`src/rtl/axis_frame_arbiter.sv`:
```
// Two-source AXI-Stream packet arbiter (round-robin at TLAST granularity) with a registered master slice.
// Optional per-source packet counters are enabled by defining AXIS_ARB_PKT_CNT_EN.
module axis_frame_arbiter #(
  parameter int DATA_WIDTH = 32,
  parameter int MAX_BEATS  = 0
) (
  input  logic                  aclk,
  input  logic                  areset,
  input  logic [DATA_WIDTH-1:0] s0_axis_tdata,
  input  logic                  s0_axis_tvalid,
  output logic                  s0_axis_tready,
  input  logic                  s0_axis_tlast,
  input  logic [DATA_WIDTH-1:0] s1_axis_tdata,
  input  logic                  s1_axis_tvalid,
  output logic                  s1_axis_tready,
  input  logic                  s1_axis_tlast,
  output logic [DATA_WIDTH-1:0] m_axis_tdata,
  output logic                  m_axis_tvalid,
  input  logic                  m_axis_tready,
  output logic                  m_axis_tlast,
  output logic                  m_axis_tid,
  output logic                  busy,
  output logic                  err_oversize
`ifdef AXIS_ARB_PKT_CNT_EN
  ,
  output logic [15:0]           pkt_cnt0,
  output logic [15:0]           pkt_cnt1
`endif
);

  typedef enum logic {IDLE, GRANT} state_t;

  state_t                state, state_next;
  logic                  grant, grant_next;
  logic                  last_grant, last_grant_next;
  logic [15:0]           beat_cnt, beat_cnt_next;
  logic                  slot_ready;
  logic                  sel_valid;
  logic                  sel_last;
  logic [DATA_WIDTH-1:0] sel_data;
  logic                  accept;
  logic                  force_last;
  logic                  pkt_done;

  assign slot_ready     = !m_axis_tvalid || m_axis_tready;
  assign s0_axis_tready = (state == GRANT) && !grant && slot_ready;
  assign s1_axis_tready = (state == GRANT) &&  grant && slot_ready;
  assign busy           = (state == GRANT);

  assign sel_valid = grant ? s1_axis_tvalid : s0_axis_tvalid;
  assign sel_last  = grant ? s1_axis_tlast  : s0_axis_tlast;
  assign sel_data  = grant ? s1_axis_tdata  : s0_axis_tdata;
  assign accept    = (state == GRANT) && sel_valid && slot_ready;

  // The beat being accepted is number beat_cnt+1 of the current packet.
  assign force_last = (MAX_BEATS > 0) && !sel_last &&
                      (({1'b0, beat_cnt} + 17'd1) == 17'(MAX_BEATS));
  assign pkt_done   = accept && (sel_last || force_last);

  always_comb begin
    state_next      = state;
    grant_next      = grant;
    last_grant_next = last_grant;
    beat_cnt_next   = beat_cnt;
    case (state)
      IDLE: begin
        if (s0_axis_tvalid && s1_axis_tvalid) begin
          grant_next = !last_grant;
          state_next = GRANT;
        end else if (s0_axis_tvalid) begin
          grant_next = 1'b0;
          state_next = GRANT;
        end else if (s1_axis_tvalid) begin
          grant_next = 1'b1;
          state_next = GRANT;
        end
      end
      GRANT: begin
        if (pkt_done) begin
          state_next      = IDLE;
          last_grant_next = grant;
          beat_cnt_next   = '0;
        end else if (accept) begin
          beat_cnt_next = beat_cnt + 16'd1;
        end
      end
      default: state_next = IDLE;
    endcase
  end

  always_ff @(posedge aclk or posedge areset) begin
    if (areset) begin
      state      <= IDLE;
      grant      <= 1'b0;
      last_grant <= 1'b1;
      beat_cnt   <= '0;
    end else begin
      state      <= state_next;
      grant      <= grant_next;
      last_grant <= last_grant_next;
      beat_cnt   <= beat_cnt_next;
    end
  end

  // Output slice: load on accept, otherwise drain when the IP takes the beat.
  always_ff @(posedge aclk or posedge areset) begin
    if (areset) begin
      m_axis_tvalid <= 1'b0;
      m_axis_tdata  <= '0;
      m_axis_tlast  <= 1'b0;
      m_axis_tid    <= 1'b0;
      err_oversize  <= 1'b0;
    end else begin
      if (accept) begin
        m_axis_tvalid <= 1'b1;
        m_axis_tdata  <= sel_data;
        m_axis_tlast  <= sel_last || force_last;
        m_axis_tid    <= grant;
      end else if (m_axis_tready) begin
        m_axis_tvalid <= 1'b0;
      end
      if (accept && force_last) begin
        err_oversize <= 1'b1;
      end
    end
  end

`ifdef AXIS_ARB_PKT_CNT_EN
  always_ff @(posedge aclk or posedge areset) begin
    if (areset) begin
      pkt_cnt0 <= '0;
      pkt_cnt1 <= '0;
    end else if (pkt_done) begin
      if (grant) pkt_cnt1 <= pkt_cnt1 + 16'd1;
      else       pkt_cnt0 <= pkt_cnt0 + 16'd1;
    end
  end
`endif

endmodule

```
`config.mk`:
```
export PLATFORM = sky130hd
export DESIGN_NAME = axis_frame_arbiter
export DESIGN_NICKNAME = d
export VERILOG_FILES = /design/src/rtl/axis_frame_arbiter.sv
export SDC_FILE = /design/constraint.sdc
export NUM_CORES = 1
export LEC_CHECK = 0
export ABC_AREA = 0
export BUFFER_PORTS_ARGS = -buffer_cell sky130_fd_sc_hd__buf_2
export CAP_MARGIN = 10
export CORE_ASPECT_RATIO = 1.25
export CORE_MARGIN = 1
export CORE_UTILIZATION = 35
export DETAILED_ROUTE_END_ITERATION = 10
export GPL_TIMING_DRIVEN = 0
export PLACE_DENSITY = 0.76
export SLEW_MARGIN = 20
export SYNTH_ARGS = -nofsm -noshare
export SYNTH_HDL_FRONTEND = slang
export SYNTH_SLANG_ARGS = --single-unit
```
`constraint.sdc`:
```
create_clock -name aclk -period 1.4 [get_ports aclk]
set_input_delay 0.07 -clock aclk [delete_from_list [all_inputs] [get_ports aclk]]
set_output_delay 0.07 -clock aclk [all_outputs]
set_load 0.03 [all_outputs]
```
Word-level counts from Yosys, hierarchy flattened:

Cells that the tools add are included.

* flip-flop bits (word level): 38
* latch bits: 0
* bits in writable memories: 0
* memory bits (read-only): 0
* output and inout port bits: 39
* word-level logic and storage cells: 37
* memories kept: 0

* add/sub/neg operators: 0
* multipliers: 0
* div/mod/pow operators: 0
* order comparisons: 0
* equality and inequality tests: 0
* shift operators: 0
* muxes and demuxes: 13
* bitwise logic cells: 1
* reductions and logical operators: 16

Operator list (count)
* two-way mux 32 bit: 1
* two-way mux 1 bit: 11
* logical AND 1 bit: 8
* AND reduction 2 bit: 2
* logical NOT 1 bit: 3
* nonzero test 3 bit: 1
* one-hot mux 1 bit (2 select lines): 1
* nonzero test 2 bit: 1
* logical OR 1 bit: 1
* NOT 1 bit: 1

Longest topological paths before layout:

Gate-level depths: netlist of the first run.

* depth in word-level cells: 6
* mapped depth: 4
* mapped depth without buffers: 3

Worst setup path after synthesis of the first run:

No wires, ideal clock.

* path kind: reg-to-reg
* start point: register m_axis_tvalid
* end point: register m_axis_tdata[0]
* setup time: 125 ps
* arrival time: 1320 ps
* setup slack: -45 ps
* cell stages (with the launch flop): 5
* path buffers: 1
* period minus slack after synthesis: 1445 ps
* cells stage by stage: dfrtp_1 > nand2b_1 > nand3_4 > buf_6 > mux2_4

* longest elaborated chain between the ends: 3

Ends and longest elaborated chain
* start, declared: line 18 `output logic m_axis_tvalid,`
* start signal, assigned: line 108 `m_axis_tvalid <= 1'b0;`
* start signal, assigned: line 115 `m_axis_tvalid <= 1'b1;`
* start signal, assigned: line 120 `m_axis_tvalid <= 1'b0;`
* logical NOT 1 bit: line 45 `assign slot_ready = !m_axis_tvalid || m_axis_tready;`
* logical OR 1 bit: line 45
* logical AND 1 bit: line 53 `assign accept = (state == GRANT) && sel_valid && slot_ready;`
* end signal, assigned: line 116 `m_axis_tdata <= sel_data;`
* end, declared: line 17 `output logic [DATA_WIDTH-1:0] m_axis_tdata,`

No other way between the ends.
A chain may end at the register's enable or synchronous reset.

Final worst setup path of the first run:

* start point: register grant
* end point: register m_axis_tdata[16]

* longest elaborated chain between the ends: 3
* elaborated cells between the ends (all ways): 4
* classes of those cells: mux: 2; reduce/logical: 2

Ends and longest elaborated chain
* start, declared: line 34 `logic grant, grant_next;`
* start signal, assigned: line 99 `grant <= grant_next;`
* two-way mux 1 bit: line 50 `assign sel_valid = grant ? s1_axis_tvalid : s0_axis_tvalid;`
* logical AND 1 bit (2 in series): line 53

Parallel ways exist; a longest one is shown, timed or not.

==> results of run 1 <==
-- worst max-delay path, cell delays in order (launching register included) --
cell	delay, ns
dfrtp_1	0.41
mux2_4	0.33
nand3_4	0.15
buf_12	0.17
mux2_4	0.31
-- metrics by stage --
step	cells	util, %
2_1_floorplan	130	-
3_3_place_gp	302	47.99
3_5_place_dp	303	48.49
4_1_cts	314	52.42
5_1_grt	317	52.88
6_report	317	52.88
-- registers in the layout, indices dropped and copies added (netlist names) --
| name | cells |
|---|---|
| m_axis_tid | 1 |
| m_axis_tvalid | 1 |
| m_axis_tdata | 32 |
| m_axis_tlast | 1 |
| grant | 1 |
| busy | 1 |
| last_grant | 1 |
-- routing by layer --
metal,vias to the layer above,part of all wire [%]
met3,5,5.6
met1,711,40
met4,0,1.2
met2,68,53
li1,702,-
met5,-,0
-- layout make-up --
type,instances,area [sq um],area share (%)
Multi-Input combinational cell,82,974.7,33.64
Sequential cell,38,954.7,32.94
Timing Repair Buffer,115,621.8,21.46
Buffer,8,116.4,4.016
Clock buffer,6,82.58,2.850
Tap cell,64,80.08,2.763
Clock inverter,2,60.06,2.073
Inverter,2,7.507,0.2591
-- logic make-up after synthesis --
group                  count (synthesis)
AO/OA/AOI/OAI                          4
buffers and inverters                 10
flip-flops                            38
multiplexers                          67
other                                  1
AND/OR/NAND/NOR                       10
-- what timing repair did --
item / CTS / global route
resized for setup: 13 / 1
endpoints found under the setup margin: 31 / 34
hold endpoints to repair: 17 / 0
hold buffers: 1 / 0
buffers inserted: 2 / 3
pin swaps: 1 / 0
-- power breakdown --
group | switching (mW) | internal, mW
Clock | 0.399 | 0.760
Combinational | 2.22 | 2.14
Sequential | 0.319 | 1.68
-- synth_stat cells, drive strengths merged (2+ instances only) --
master,n
a32o,2
buf,8
dfrtp,37
inv,2
mux2,67
nand2,5
-- worst max path at each step --
stage / endpoint / slack (ns) / cells after the start
floorplan: m_axis_tdata[0] / -0.03 / 4
global placement: m_axis_tdata[4] / -0.17 / 4
detailed placement: m_axis_tdata[5] / -0.19 / 4
CTS: m_axis_tdata[16] / -0.10 / 4
global route: m_axis_tdata[6] / -0.12 / 4
finish: m_axis_tdata[16] / -0.08 / 4
==> results.yml, run 1 <==
run_status:
  status: "finished, violations left"
  violations: "setup timing"
synthesis:
  synth_compound_area_share_pct: 1.944
  synth.avg_cell_area_sq_um: 15.35
  synth_cell_type_count: 18
  synth.area.top_cells: "dfrtp_1 (46%), mux2_4 (23%), mux2_2 (21%)"
  syn-num-nets: 201
  async_reset_ff_share_pct: 100.0
  synth_top_area_share_pct: 46.39
  synth_top_cell_by_area: "dfrtp_1"
  synth-adder-area-share_pct: 0
  synth-xor-area-share_pct: 0
  synth_mux_area_share_pct: 43.45
  synth_top_family_by_area: "multiplexers"
  yosys.area_share.simple_pct: 2.947
  synth_ff_type: "dfrtp_1"
  synth_edf_count: 0
  syn-cell-area_sq_um: 1996
  yosysWarnings: 0
  synth-seq-cells: 38
  synth-seq-area-share_pct: 47.71
  synth_cells: 130
routing:
  drcViolationCount: 0
  first_pass_iters: 3
  via_count: 1486
  wire_per_inst_um: 13.84
  via_per_inst: 4.688
  drt-initial-drc-count: 21
  wl_mm: 4.386
  ant_nets: 0
global_routing:
  groute.layer.met3.usage_pct: 4.186
  grt_max_degree: 22
  gr-max-usage-layer: "met2"
  met2_usage_pct: 27.01
  grt_use_met1_pct: 16.48
  antenna_found_initial: 0
  grt_pass1_wl_mm: 6.969
  grt_pass1_vias: 1523
  overflow: 0
  grt_util_all_layers_pct: 14.91
clock_tree:
  cts_root_buf: "clkbuf_8"
  cts_tree: "yes"
  cts_buffers: 5
  clk_latency_ns: 0.29
  htree_levels: 2
  clk_pin_slew_ns: 0.08
  clockBufferDepth: 2
  cts.sinks: 38
placed_design:
  portBuffers: 108
  placed_cell_area_sq_um: 2658
  dp_slack_ns: -0.1880
  dp.final_hpwl_mm: 3.240
  gp_congestion: 0.6970
setup_path:
  start_kind: "register"
  reg2reg_from: "grant"
  critPathRequiredTime_ns: 1.58
  critical_path.startpoint: "grant"
  r2r-end: "m_axis_tdata[16]"
  worstPathMaxFanout: 10
  endpoint_kind: "register"
  rrSetupSlack_ns: -0.08
  crit_type: "reg2reg"
  r2r_cells: 4
  crit_arrival_ns: 1.65
die:
  ios: 110
  die_area_sq_um: 6010
  initial_core_util_pct: 36.42
  coreArea_sq_um: 5480
  die_w_um: 69.54
  num_rows: 30
  fp.dieH_um: 86.43
power_and_ir_drop:
  leakage_nw: 1.514
  peakVddDrop_mv: 1.208
  p_per_area_nw_per_um2: 2595
  power.total_mw: 7.521
hold_path:
  min_path_cells: 2
  hold_start: "s1_axis_tvalid"
  hp-class: "in2reg"
  min_to: "busy"
final_layout:
  drive_above_1_share_pct: 80.63
  final_nets: 323
  final_cell_mix: "buf_2 (107), mux2_2 (36), dfrtp_1 (35), mux2_4 (31)"
  final_area_sq_um: 2898
  layout_commonest_cell: "buf_2"
  fillers: 496
  areaGrowthSynthToFinish_pct: 45.20
  diodes: 0
timing:
  holdWs_ns: 0.06063
  rsz0062_at_grt: "yes"
  fin_skew_ns: 0.005330
  hold_viol_final: 0
  clock.fmax_mhz: 676.7
  fin_crit_ns: 1.478
  fin_crit_sh_pct: 105.6
  final.setup.tns_ns: -2.111
  finalSetupViolCount: 32
  worst_slack_ns: -0.07776
  final_max_slew_viol_count: 0
flow_run:
  drv_cap: 0
(Power assumes the default switching activity.)
==> inputs of run 2 (changes only) <==
Settings changed: HOLD_SLACK_MARGIN set to 0.15.
==> run 2 against run 1 <==
  * The run still ends with setup timing left
  * Clock-buffer cell count unchanged
  * First-iteration DRC count increased by 71%
  * Final cell count is 20% higher
  * Clock skew about the same
  * Largest cell class is now buffers
  * Combinational power increased by 6.2%
  * Highest routed layer unchanged
  * Largest power group unchanged
  * Worst hold slack better by 0.088 ns
  * Via count grew 22%
  * Core utilization increased by 12 points
  * Global-route usage is 4.9 points higher
  * Critical path depth unchanged
==> results.yml, run 2 (synthesis results as in run 1) <==
timing:
  fin_crit_sh_pct: 107.2
  fin_skew_ns: 0.005786
  holdWs_ns: 0.1488
  finalSetupViolCount: 32
  clock.fmax_mhz: 666.5
  worst_slack_ns: -0.1003
  final_max_slew_viol_count: 0
  hold_viol_final: 0
  rsz0062_at_grt: "yes"
  fin_crit_ns: 1.500
final_layout:
  fillers: 402
  layout_commonest_cell: "buf_2"
  final_nets: 385
  final_cell_mix: "buf_2 (106), dlygate4sd3_1 (63), dfrtp_1 (35), mux2_2 (34), mux2_4 (33)"
  drive_above_1_share_pct: 65.08
  largest_register: "m_axis_tdata"
  diodes: 0
  areaGrowthSynthToFinish_pct: 77.24
  largest_reg_flops: 32
die:
  ios: 110
  fp.dieH_um: 86.43
  initial_core_util_pct: 36.42
  num_rows: 30
  die_area_sq_um: 6010
  die_w_um: 69.54
  coreArea_sq_um: 5480
hold_path:
  hold_start: "s1_axis_tdata[23]"
  hp-class: "in2reg"
  min_to: "m_axis_tdata[23]"
  min_path_cells: 3
setup_path:
  rrSetupSlack_ns: -0.10
  path_buf_inv: 1
  cp_slowest_cell: "dfrtp_1"
  crit_type: "reg2reg"
  start_kind: "register"
  critPathRequiredTime_ns: 1.57
  crit_cells: 4
  r2r_cells: 4
  cpPeakStageDelay_ns: 0.41
  worstPathMaxFanout: 10
  critical_path.startpoint: "grant"
  crit_arrival_ns: 1.67
  r2r-end: "m_axis_tdata[2]"
  endpoint_kind: "register"
  cp_top_family: "multiplexers"
  crit_chain: "mux2_4 -> nand3_4 -> buf_12 -> mux2_4"
  reg2reg_from: "grant"
  crit_path_frequent_cell: "mux2_4"
run_status:
  status: "finished, violations left"
  violations: "setup timing"
placed_design:
  dp.final_hpwl_mm: 3.240
  gp_congestion: 0.6970
  portBuffers: 108
power_and_ir_drop:
  power.total_mw: 7.797
  peakVddDrop_mv: 1.158
  p_per_area_nw_per_um2: 2204
  leakage_nw: 1.782
clock_tree:
  cts.sinks: 38
  cts_buffers: 5
  cts_root_buf: "clkbuf_8"
  cts_tree: "yes"
  htree_levels: 2
  clk_latency_ns: 0.29
  clockBufferDepth: 2
  clk_pin_slew_ns: 0.08
routing:
  highest_layer: "met4"
  wl_met1_mm: 2.125
  routed-wl-met2_mm: 3.350
  via_per_inst: 4.784
  drcViolationCount: 0
  wl_mm: 6.036
  ant_nets: 0
  wl_met3_um: 347
  wire_per_inst_um: 15.93
  first_pass_iters: 4
  via_count: 1813
  drt-initial-drc-count: 36
flow_run:
  drv_cap: 0
global_routing:
  grt_util_all_layers_pct: 19.81
  grt_pass1_vias: 1988
  antenna_found_initial: 0
  grt_max_degree: 22
  grt_pass1_wl_mm: 9.094
  overflow: 0
-- run 2: changes by cell type in the layout (fill, tap and decap cells not counted), sizes merged --
cell / previous run / this run
dlygate4sd3: 1 / 63
-- run 2: through the flow --
| step | cells | instance area (sq um) | TNS [ns] | setup slack (ns) | util (%) |
|---|---|---|---|---|---|
| 2_1_floorplan | 130 | 2009 | -0.7356 | -0.02668 | - |
| 5_1_grt | 379 | 3537 | -3.560 | -0.1327 | 64.54 |
| 6_report | 379 | 3537 | -2.604 | -0.1003 | 64.54 |
| 4_1_cts | 374 | 3473 | -2.897 | -0.1039 | 63.38 |
| 3_3_place_gp | 302 | 2630 | -5.253 | -0.1677 | 47.99 |
| 3_5_place_dp | 303 | 2658 | -4.616 | -0.1880 | 48.49 |
-- run 2: worst max path at each step --
stage / to / slack [ns]
finish: m_axis_tdata[2] / -0.10
detailed placement: m_axis_tdata[5] / -0.19
CTS: m_axis_tdata[16] / -0.10
global placement: m_axis_tdata[4] / -0.17
floorplan: m_axis_tdata[0] / -0.03
global route: m_axis_tdata[2] / -0.13
-- run 2: power breakdown --
group | leakage, nW | switching (mW) | internal (mW)
Sequential | 0.441 | 0.335 | 1.68
Combinational | 1.27 | 2.32 | 2.32
Clock | 0.0714 | 0.389 | 0.760
Total | 1.78 | 3.04 | 4.76
-- run 2: routing by layer --
metal | up-vias | global-route usage [%]
met5 | - | 0
met4 | 0 | 11.13
met3 | 23 | 4.884
li1 | 829 | -
met2 | 95 | 38.48
met1 | 866 | 18.82
-- run 2: area by class of cell --
class | instances | area, sq um | share of cell area, %
Buffer | 8 | 116.4 | 3.290
Clock buffer | 6 | 82.58 | 2.335
Clock inverter | 2 | 60.06 | 1.698
Inverter | 2 | 7.507 | 0.2122
Multi-Input combinational cell | 82 | 987.2 | 27.91
Sequential cell | 38 | 954.7 | 26.99
Tap cell | 64 | 80.08 | 2.264
Timing Repair Buffer | 177 | 1249 | 35.30
-- run 2: repair_timing --
item                                   4_1_cts  5_1_grt
hold buffers                                61        2
setup endpoints to repair                   31       36
gates resized for setup                     13        7
setup buffers                                2        3
endpoints found under the hold margin       70        2
pin swaps                                    1        0
-- run 2: worst min-delay path: stages --
cell	delay [ns]
buf_2	0.07
mux2_2	0.14
mux2_4	0.13
==> inputs of run 3 (changes only) <==
Settings changed: REMOVE_ABC_BUFFERS set to 1.
==> run 3 against run 2 <==
  * Clock skew grew 0.0043 ns
  * Worst hold slack better by 0.0048 ns
  * Clock-buffer cell count unchanged
  * Global-route usage fell by 0.12 points
  * Die area is the same
  * Sequential share of layout area grew 1.1 points
  * Via count fell by 4.9%
  * The flow still finishes with violations (setup timing)
  * First-iteration DRC count shrank 39%
  * Final cell count down 4.5%
  * Critical path depth is the same
  * Fmax shrank 5.4%
  * Highest routed layer unchanged
==> results.yml, run 3 (synthesis results as in run 1) <==
final_layout:
  final_cells: 362
  final_cell_mix: "buf_2 (106), dlygate4sd3_1 (48), dfrtp_1 (35), mux2_4 (34), mux2_2 (33)"
  areaGrowthSynthToFinish_pct: 71.03
  layout_commonest_cell: "buf_2"
  final_core_util_pct: 62.28
  fillers: 403
  largest_register: "m_axis_tdata"
  final_nets: 368
  largest_reg_flops: 32
  diodes: 0
  drive_above_1_share_pct: 68.12
timing:
  hold_viol_final: 0
  worst_slack_ns: -0.1859
  finalSetupViolCount: 38
  holdWs_ns: 0.1536
  clock.fmax_mhz: 630.6
  final_max_slew_viol_count: 0
  fin_skew_ns: 0.01008
  fin_crit_ns: 1.586
  rsz0062_at_grt: "yes"
  fin_crit_sh_pct: 113.3
placed_design:
  dp.cells: 295
  portBuffers: 108
  gp_congestion: 0.6837
  dp.final_hpwl_mm: 2.995
global_routing:
  grt_pass1_wl_mm: 8.997
  overflow: 0
  grt_util_all_layers_pct: 19.69
  antenna_found_initial: 0
  grt_max_degree: 21
  grt_pass1_vias: 1919
routing:
  first_pass_iters: 2
  via_count: 1724
  wire_per_inst_um: 16.42
  via_per_inst: 4.762
  ant_nets: 0
  drt-initial-drc-count: 22
  wl_mm: 5.943
  drcViolationCount: 0
hold_path:
  hp-class: "in2reg"
die:
  initial_core_util_pct: 36.42
  num_rows: 30
  fp.dieH_um: 86.43
  die_area_sq_um: 6010
  ios: 110
  die_w_um: 69.54
  coreArea_sq_um: 5480
clock_tree:
  cts_tree: "yes"
  cts.sinks: 38
  cts_root_buf: "clkbuf_8"
  clk_latency_ns: 0.28
  htree_levels: 2
  clockBufferDepth: 2
  cts_buffers: 5
  clk_pin_slew_ns: 0.08
power_and_ir_drop:
  leakage_nw: 1.730
  p_per_area_nw_per_um2: 2309
  peakVddDrop_mv: 1.345
setup_path:
  endpoint_kind: "register"
  crit_arrival_ns: 1.75
  start_kind: "register"
  critPathRequiredTime_ns: 1.56
  crit_type: "reg2reg"
  worstPathMaxFanout: 9
flow_run:
  drv_cap: 0
run_status:
  status: "finished, violations left"
  violations: "setup timing"
run 3: cell type report:
class                      count  area, sq um  share of cell area, %
clock buffer                   6        82.58                  2.419
clock inverter                 2        60.06                  1.760
inverter                       2        7.507                 0.2199
multi-input combinational     83         1016                  29.77
sequential                    38        957.2                  28.04
tap                           64        80.08                  2.346
timing repair buffer         167         1210                  35.45
run 3: power breakdown:
| part | leakage (nW) | total [mW] | internal (mW) | switching (mW) |
|---|---|---|---|---|
| logic | 1.22 | 4.71 | 2.33 | 2.38 |
| clock network | 0.0714 | 1.15 | 0.760 | 0.391 |
| registers | 0.441 | 2.02 | 1.69 | 0.339 |
run 3: worst paths after layout:
check	start	to	slack, ns	cells past startpoint
max	grant	m_axis_tdata[15]	-0.19	4
min	s1_axis_tdata[19]	m_axis_tdata[19]	0.15	3
max reg2reg	grant	m_axis_tdata[15]	-0.19	4
min reg2reg	m_axis_tdata[6]	m_axis_tdata[6]	0.50	1
max in group asynchronous	areset	last_grant	0.51	4
min in group asynchronous	areset	m_axis_tdata[17]	0.36	3
run 3: through the flow:
| stage | power, mW | TNS (ns) | setup slack [ns] | cell area (sq um) |
|---|---|---|---|---|
| global placement | 5.911 | -54.26 | -1.459 | 2549 |
| CTS | 7.808 | -5.242 | -0.1767 | 3354 |
| floorplan | 4.994 | -33.09 | -0.9398 | 1928 |
| global route | 8.254 | -6.856 | -0.2170 | 3413 |
| finish | 7.883 | -5.459 | -0.1859 | 3413 |
| detailed placement | 5.986 | -34.19 | -0.9979 | 2577 |
run 3: worst max-delay path: stages, from the launching register on:
cell,delay [ns]
dfrtp_4,0.51
mux2_4,0.36
nand3_4,0.13
buf_12,0.16
mux2_4,0.30
run 3: per-layer routing:
metal | up-vias | GRT usage [%] | share of wire [%]
met5 | - | 0 | 0
met4 | 0 | 9.462 | 3.3
met3 | 17 | 3.721 | 3.8
met2 | 74 | 39.01 | 57
met1 | 832 | 19.43 | 35
li1 | 801 | - | -
run 3: what timing repair did:
action | CTS | global route
gates resized for setup | 7 | 10
endpoints found under the setup margin | 39 | 37
pin swaps | 0 | 1
hold buffers | 46 | 2
hold endpoints to repair | 61 | 2
cloned | 1 | 0
buffers inserted | 9 | 1
